[src/rtl/vga_text_pkg.sv]
`default_nettype none
// ============================================================================
// Module   : vga_text_pkg
// Brief    : Shared glyph geometry, BCD constants and converter FSM encoding
//            for the VGA number renderer.
// Revision : 1.0 - initial release
// ============================================================================
package vga_text_pkg;

  // Glyph cell geometry in pixels
  localparam int GLYPH_W = 8;
  localparam int GLYPH_H = 16;

  // One decimal digit per BCD nibble
  localparam int BCD_W = 4;

  // Double-dabble correction: nibbles at or above this get +3 before a shift
  localparam int ADD3_THRESH = 5;

  // Converter / commit FSM encoding
  typedef enum logic [1:0] {
    ST_IDLE    = 2'd0,
    ST_SHIFT   = 2'd1,
    ST_PENDING = 2'd2,
    ST_COMMIT  = 2'd3
  } state_t;

endpackage
`default_nettype wire

[src/rtl/bin2bcd_seq.sv]
`default_nettype none
// ============================================================================
// Module   : bin2bcd_seq
// Brief    : Sequential double-dabble binary-to-BCD converter. Saturates
//            inputs that do not fit in NUM_DIGITS decimal digits and flags
//            the saturation. o_last marks the final shift cycle; the result
//            and flag hold until the next i_start.
// Revision : 1.0 - initial release
// ============================================================================
module bin2bcd_seq
  import vga_text_pkg::*;
#(
  parameter int VALUE_W    = 14,
  parameter int NUM_DIGITS = 4
) (
  input  logic                        clk,
  input  logic                        rst,
  input  logic                        i_start,
  input  logic [VALUE_W-1:0]          i_value,
  output logic                        o_last,
  output logic [BCD_W*NUM_DIGITS-1:0] o_bcd,
  output logic                        o_ovf
);

  localparam int          c_BCD_BITS = BCD_W * NUM_DIGITS;
  localparam int          c_CNT_W    = (VALUE_W > 1) ? $clog2(VALUE_W) : 1;
  localparam logic [63:0] c_LIMIT    = 64'(10 ** NUM_DIGITS);
  localparam logic [VALUE_W-1:0] c_SAT = VALUE_W'(c_LIMIT - 64'd1);

  state_t                    r_state;
  logic [VALUE_W-1:0]        r_bin;
  logic [c_BCD_BITS-1:0]     r_bcd;
  logic [c_CNT_W-1:0]        r_cnt;
  logic                      r_ovf;

  logic [c_BCD_BITS-1:0]         w_adj;
  logic [c_BCD_BITS+VALUE_W-1:0] w_shifted;
  logic                          w_sat;

  assign w_sat = (64'(i_value) >= c_LIMIT);

  // Add-3 correction on every nibble, then shift the combined register left
  always_comb begin
    w_adj = r_bcd;
    for (int i = 0; i < NUM_DIGITS; i++) begin
      if (r_bcd[i*BCD_W +: BCD_W] >= BCD_W'(ADD3_THRESH))
        w_adj[i*BCD_W +: BCD_W] = r_bcd[i*BCD_W +: BCD_W] + BCD_W'(3);
    end
    w_shifted = {w_adj, r_bin} << 1;
  end

  assign o_last = (r_state == ST_SHIFT) && (r_cnt == c_CNT_W'(VALUE_W - 1));
  assign o_bcd  = r_bcd;
  assign o_ovf  = r_ovf;

  // Load the (possibly saturated) operand, then run VALUE_W shift cycles
  always_ff @(posedge clk or posedge rst) begin
    if (rst) begin
      r_state <= ST_IDLE;
      r_bin   <= '0;
      r_bcd   <= '0;
      r_cnt   <= '0;
      r_ovf   <= 1'b0;
    end else begin
      case (r_state)
        ST_IDLE: begin
          if (i_start) begin
            r_bin   <= w_sat ? c_SAT : i_value;
            r_ovf   <= w_sat;
            r_bcd   <= '0;
            r_cnt   <= '0;
            r_state <= ST_SHIFT;
          end
        end
        ST_SHIFT: begin
          r_bcd <= w_shifted[c_BCD_BITS+VALUE_W-1 -: c_BCD_BITS];
          r_bin <= w_shifted[VALUE_W-1:0];
          r_cnt <= r_cnt + c_CNT_W'(1);
          if (o_last)
            r_state <= ST_IDLE;
        end
        default: r_state <= ST_IDLE;
      endcase
    end
  end

endmodule
`default_nettype wire

[src/rtl/vga_number_renderer.sv]
`default_nettype none
// ============================================================================
// Module   : vga_number_renderer
// Brief    : Converts a binary value to decimal and draws it as a row of
//            8x16 glyphs at (X0,Y0). New values reach the display only on a
//            frame_start pulse so a frame is never torn. Two-cycle pipeline
//            from hcount/vcount to pixel_on.
//            Optional macro LEADING_ZERO_BLANK_EN suppresses leading zeros.
// Revision : 1.0 - initial release
// ============================================================================
module vga_number_renderer
  import vga_text_pkg::*;
#(
  parameter int         NUM_DIGITS = 4,
  parameter int         VALUE_W    = 14,
  parameter logic [9:0] X0         = 10'd100,
  parameter logic [9:0] Y0         = 10'd200
) (
  input  logic               clk,
  input  logic               rst,
  input  logic [VALUE_W-1:0] value_in,
  input  logic               value_valid,
  output logic               value_ready,
  input  logic               frame_start,
  input  logic [9:0]         hcount,
  input  logic [9:0]         vcount,
  input  logic               video_on,
  output logic [3:0]         digit_code,
  output logic [3:0]         glyph_row,
  output logic [2:0]         glyph_col,
  input  logic               glyph_pixel,
  output logic               pixel_on,
  output logic               ovf
);

  localparam int          c_BCD_BITS = BCD_W * NUM_DIGITS;
  localparam logic [10:0] c_BOX_W    = 11'(GLYPH_W * NUM_DIGITS);
  localparam logic [10:0] c_BOX_H    = 11'(GLYPH_H);

  state_t                r_state;
  logic [c_BCD_BITS-1:0] r_disp;
  logic                  r_ovf;
  logic                  r_in_box_q;

  logic                  w_start;
  logic                  w_last;
  logic [c_BCD_BITS-1:0] w_bcd;
  logic                  w_bcd_ovf;
  logic                  w_in_box;
  logic [9:0]            w_dx;
  logic [6:0]            w_di;
  logic [3:0]            w_row;
  logic [BCD_W-1:0]      w_digit;
  logic                  w_blank_q;

  assign value_ready = (r_state == ST_IDLE);
  assign ovf         = r_ovf;
  assign w_start     = value_valid && value_ready;

  bin2bcd_seq #(
    .VALUE_W    (VALUE_W),
    .NUM_DIGITS (NUM_DIGITS)
  ) u_bin2bcd (
    .clk     (clk),
    .rst     (rst),
    .i_start (w_start),
    .i_value (value_in),
    .o_last  (w_last),
    .o_bcd   (w_bcd),
    .o_ovf   (w_bcd_ovf)
  );

  // Track the converter, then hold the result until the next frame boundary
  always_ff @(posedge clk or posedge rst) begin
    if (rst) begin
      r_state <= ST_IDLE;
      r_disp  <= '0;
      r_ovf   <= 1'b0;
    end else begin
      case (r_state)
        ST_IDLE:    if (w_start)     r_state <= ST_SHIFT;
        ST_SHIFT:   if (w_last)      r_state <= ST_PENDING;
        ST_PENDING: if (frame_start) r_state <= ST_COMMIT;
        ST_COMMIT: begin
          r_disp  <= w_bcd;
          r_ovf   <= w_bcd_ovf;
          r_state <= ST_IDLE;
        end
        default: r_state <= ST_IDLE;
      endcase
    end
  end

  // Box test in 11 bits so the right/bottom edge cannot wrap
  assign w_in_box = video_on
                 && ({1'b0, hcount} >= {1'b0, X0})
                 && ({1'b0, hcount} <  {1'b0, X0} + c_BOX_W)
                 && ({1'b0, vcount} >= {1'b0, Y0})
                 && ({1'b0, vcount} <  {1'b0, Y0} + c_BOX_H);
  assign w_dx  = hcount - X0;
  assign w_di  = w_dx[9:3];
  assign w_row = vcount[3:0] - Y0[3:0];

`ifdef LEADING_ZERO_BLANK_EN
  logic w_blank;
  logic w_zero_run;
  logic r_blank_q;

  // Select the cell's digit; blank it if it and everything left of it is 0
  always_comb begin
    w_digit    = '0;
    w_blank    = 1'b0;
    w_zero_run = 1'b1;
    for (int d = 0; d < NUM_DIGITS; d++) begin
      w_zero_run = w_zero_run && (r_disp[c_BCD_BITS-1-d*BCD_W -: BCD_W] == '0);
      if (w_di == 7'(d)) begin
        w_digit = r_disp[c_BCD_BITS-1-d*BCD_W -: BCD_W];
        w_blank = w_zero_run && (d != NUM_DIGITS - 1);
      end
    end
  end

  // Blank flag travels alongside the glyph address
  always_ff @(posedge clk or posedge rst) begin
    if (rst)
      r_blank_q <= 1'b0;
    else if (w_in_box)
      r_blank_q <= w_blank;
  end

  assign w_blank_q = r_blank_q;
`else
  // Select the cell's digit (di = 0 is the most significant)
  always_comb begin
    w_digit = '0;
    for (int d = 0; d < NUM_DIGITS; d++) begin
      if (w_di == 7'(d))
        w_digit = r_disp[c_BCD_BITS-1-d*BCD_W -: BCD_W];
    end
  end

  assign w_blank_q = 1'b0;
`endif

  // Stage 1: glyph ROM address; held outside the box
  always_ff @(posedge clk or posedge rst) begin
    if (rst) begin
      digit_code <= '0;
      glyph_row  <= '0;
      glyph_col  <= '0;
      r_in_box_q <= 1'b0;
    end else begin
      r_in_box_q <= w_in_box;
      if (w_in_box) begin
        digit_code <= w_digit;
        glyph_row  <= w_row;
        glyph_col  <= 3'd7 - w_dx[2:0];
      end
    end
  end

  // Stage 2: register the foreground decision from the ROM bit
  always_ff @(posedge clk or posedge rst) begin
    if (rst)
      pixel_on <= 1'b0;
    else
      pixel_on <= r_in_box_q && glyph_pixel && !w_blank_q;
  end

endmodule
`default_nettype wire

[config.mk]
export PLATFORM = sky130hd
export DESIGN_NAME = vga_number_renderer
export DESIGN_NICKNAME = d
export VERILOG_FILES = /design/src/rtl/vga_text_pkg.sv /design/src/rtl/bin2bcd_seq.sv /design/src/rtl/vga_number_renderer.sv
export SDC_FILE = /design/constraint.sdc
export NUM_CORES = 1
export LEC_CHECK = 0
export ABC_AREA = 1
export CAP_MARGIN = 20
export CORE_UTILIZATION = 50
export CTS_CLUSTER_SIZE = 40
export DETAILED_ROUTE_END_ITERATION = 10
export GPL_TIMING_DRIVEN = 0
export PLACE_DENSITY_LB_ADDON = 0.1
export SYNTH_ARGS = -nofsm -noshare
export SYNTH_HDL_FRONTEND = slang
export SYNTH_SLANG_ARGS = --single-unit
[constraint.sdc]
create_clock -name clk -period 3.05 [get_ports clk]
set_clock_uncertainty 0.05 [all_clocks]
set_input_delay 0.7625 -clock clk [delete_from_list [all_inputs] [get_ports clk]]
set_output_delay 0.7625 -clock clk [all_outputs]
set_load 0.05 [all_outputs]
==> impl_metrics.env, run 1 <==
export IMPL_portBuffers=53
export IMPL_grt_pass1_wl_mm=12.8
export IMPL_grt_pass1_vias=2916
export IMPL_clk_pin_slew_ps=70
export IMPL_cts_root_buf="clkbuf_8"
export IMPL_drive_above_1_share=0.0742
export IMPL_gp_congestion=0.844
export IMPL_fmax_mhz=368
export IMPL_drc=0
export IMPL_criticalPathCategory="reg2out"
export IMPL_hpwlAfterDp_mm=5.37
export IMPL_num_io_pins=54
export IMPL_grt_antenna_before_repair=0
export IMPL_pwr_share_comb=0.410
export IMPL_clkPwrFrac=0.189
export IMPL_clock_path_buffers=2
export IMPL_synth_nets=474
export IMPL_die_area_um2=7320
export IMPL_drv_slew=0
export IMPL_synth_seq_area_share=0.487
export IMPL_via_count=2982
export IMPL_placed_area_um2=4120
export IMPL_post_cts_buffers=0
export IMPL_p_leak_nw=2.07
export IMPL_rows=30
export IMPL_antenna_cells=0
export IMPL_cts_made_buffers=9
export IMPL_syn_avg_cell_area_um2=8.35
export IMPL_stdcell_area_um2=4300
export IMPL_drt_total_wl_mm=7.51
export IMPL_peakVddDrop_v=0.000560
export IMPL_initial_core_util=0.517
export IMPL_drtIter0Drc=191
export IMPL_clock_sinks=68
export IMPL_final_nets=538
export IMPL_startpoint_type="flop"
export IMPL_grt_usage=0.224
export IMPL_die_w_um=85.6
export IMPL_vias_per_cell=5.28
export IMPL_drv_cap=0
export IMPL_cp_slowest_cell="clkdlybuf4s50_1"
export IMPL_power_internal_mw=2.15
export IMPL_cts_hold_repair_buffers=0
export IMPL_synth_seq_cells=68
export IMPL_syn_cell_area_um2=3490
export IMPL_setup_tns_ps=0
export IMPL_path_max_fanout=4
export IMPL_max_slew_margin=0.446
export IMPL_rsz0062_at_grt="false"
export IMPL_worstPathRequired_ps=2240
export IMPL_hold_viol=0
export IMPL_synth_cell_types=31
export IMPL_areaGrowthSynthToFinish_pct=23.2
export IMPL_tritoncts="built"
export IMPL_coreArea_um2=6760
export IMPL_status="complete, no violations"
export IMPL_hp_class="reg2reg"
export IMPL_end_kind="primary output"
export IMPL_overflow=0
export IMPL_ant_nets=0
export IMPL_syn_inst=418
export IMPL_die_h_um=85.6
export IMPL_first_pass_iters=4
export IMPL_crit_arrival_ps=1900
export IMPL_timing_rr_start="r_state[0]"
export IMPL_p_sw_frac=0.400
export IMPL_clock_latency_ps=340
export IMPL_power_net_switching_mw=1.44
export IMPL_pwr_share_seq=0.401
export IMPL_hold_path_startpoint="r_in_box_q"
export IMPL_h_tree_depth=3
export IMPL_layout_min_cycle_time_ps=2720
export IMPL_cts_resized=0
export IMPL_finalCritPeriodShare=0.891
export IMPL_avgRoutedWirePerCell_um=13.3
export IMPL_worst_slew_pin_slew_ps=831
export IMPL_ys_warn_count=0
export IMPL_cpPeakStageDelay_ps=830
export IMPL_grt_start_max_net_pins=69
export IMPL_crit_path_start="r_state[0]"
export IMPL_setup_viol=0
export IMPL_powerDensity_nw_per_um2=835
export IMPL_crit_chain="inv_1, ha_1, clkdlybuf4s50_1"
==> through the flow <==
step                setup slack [ps]   util  power, mW  hold WS (ps)  std cells
floorplan                        526      -       2.51           362        418
detailed placement               194  0.610       2.92           379        551
CTS                              320  0.636       3.61           388        565
finish                           333  0.636       3.59           379        565
global placement                -716  0.610       2.85           370        551
global route                     239  0.636       3.91           428        565
==> placed cells by master (no fill, tap or decap), drive strengths merged <==
cell type,count
nand3b,1
a21oi,33
buf,4
clkinv,1
inv,64
o211ai,11
nor3,3
clkdlybuf4s50,53
a31oi,1
or2,6
o21ai,36
nand3,35
a211oi,1
o32ai,1
mux2,1
ha,16
o31ai,3
nand2,72
clkbuf,22
xor2,3
nor2,35
o221ai,2
clkinvlp,1
dfrtp,68
xnor2,1
o22ai,11
==> logic make-up (layout without fill, tap and decap cells) <==
logic type / after synthesis / count (layout) / share of synthesized area
AOI/OAI and AO/OA: 99 / 99 / 0.166
xor gates and xnor gates: 4 / 4 / 0.0100
adders and majority gates: 16 / 16 / 0.0573
buffers and inverters: 78 / 145 / 0.0889
DFF: 68 / 68 / 0.487
muxes: 1 / 1 / 0.00323
and+or+nand+nor: 152 / 152 / 0.187
==> critical path, delay by kind of cell (launching register included) <==
family     cells  cell delay, ps
fa+ha+maj      1             220
buf+inv        2             940
flops          1             410
==> path summary, 6_finish.rpt <==
| kind | to | slack (ps) | depth (start not counted) |
|---|---|---|---|
| worst max-delay path | value_ready | 330 | 3 |
| worst min-delay path | pixel_on | 380 | 2 |
| worst max register to register | u_bin2bcd.o_bcd[13] | 960 | 8 |
| worst min register to register | pixel_on | 380 | 2 |
| max in group asynchronous | digit_code[0] | 1520 | 2 |
| min in group asynchronous | pixel_on | 890 | 2 |
==> synthesized netlist by cell type <==
master,number,share of area
a211oi_1,1,0.0022
a21oi_1,33,0.047
a31oi_1,1,0.0018
buf_2,2,0.0029
buf_6,2,0.0065
clkbuf_1,9,0.0097
clkinv_1,1,0.0011
dfrtp_1,68,0.49
ha_1,16,0.057
inv_1,62,0.067
inv_2,2,0.0022
mux2_2,1,0.0032
nand2_1,71,0.076
nand2_2,1,0.0018
nand3_1,35,0.050
nand3b_1,1,0.0022
nor2_1,32,0.034
nor2_2,2,0.0036
nor2_4,1,0.0032
nor3_1,3,0.0043
o211ai_1,11,0.024
o21ai_0,33,0.047
o21ai_2,3,0.0075
o221ai_1,2,0.0050
o22ai_1,11,0.020
o31ai_1,1,0.0022
o31ai_2,2,0.0072
o32ai_1,1,0.0025
or2_2,6,0.011
xnor2_1,1,0.0025
xor2_1,3,0.0075
==> final cells by class <==
type / instances / area [um2]
Sequential cell: 68 / 1700
Clock buffer: 13 / 169
Tap cell: 80 / 100
Buffer: 13 / 66.3
Timing Repair Buffer: 53 / 531
Inverter: 65 / 246
Multi-Input combinational cell: 272 / 1480
Fill cell: 583 / 2460
Clock inverter: 1 / 7.51
==> registers in the layout (all words and copies together), names as in the netlist <==
signal             cells
u_bin2bcd.r_bin       14
glyph_row              4
r_disp                16
u_bin2bcd.o_ovf        1
u_bin2bcd.o_bcd       16
digit_code             4
pixel_on               1
u_bin2bcd.r_cnt        4
r_state                2
ovf                    1
u_bin2bcd.r_state      1
r_in_box_q             1
glyph_col              3
==> power by group through the flow <==
stage               registers (mW)  clock network (mW)  logic, mW
floorplan                     1.43                   0       1.08
global placement              1.44                   0       1.41
detailed placement            1.45                   0       1.47
CTS                           1.44               0.690       1.48
global route                  1.48               0.726       1.70
finish                        1.44               0.677       1.47
==> routing by layer <==
layer / share of wire / routed length [um] / GRT usage / up-vias
met4: 0.012 / 87 / 0.112 / 0
li1: - / - / - / 1501
met5: 0 / 0 / 0 / -
met1: 0.45 / 3360 / 0.268 / 1408
met3: 0.044 / 328 / 0.0375 / 7
met2: 0.50 / 3730 / 0.393 / 66
Note: power is estimated with default switching activity, not from simulation.
==> inputs of run 2 (changes only) <==
- CAP_MARGIN: 20 -> default
==> results of run 2 <==
Final layout, timing and power as in run 1 (identical DEF).
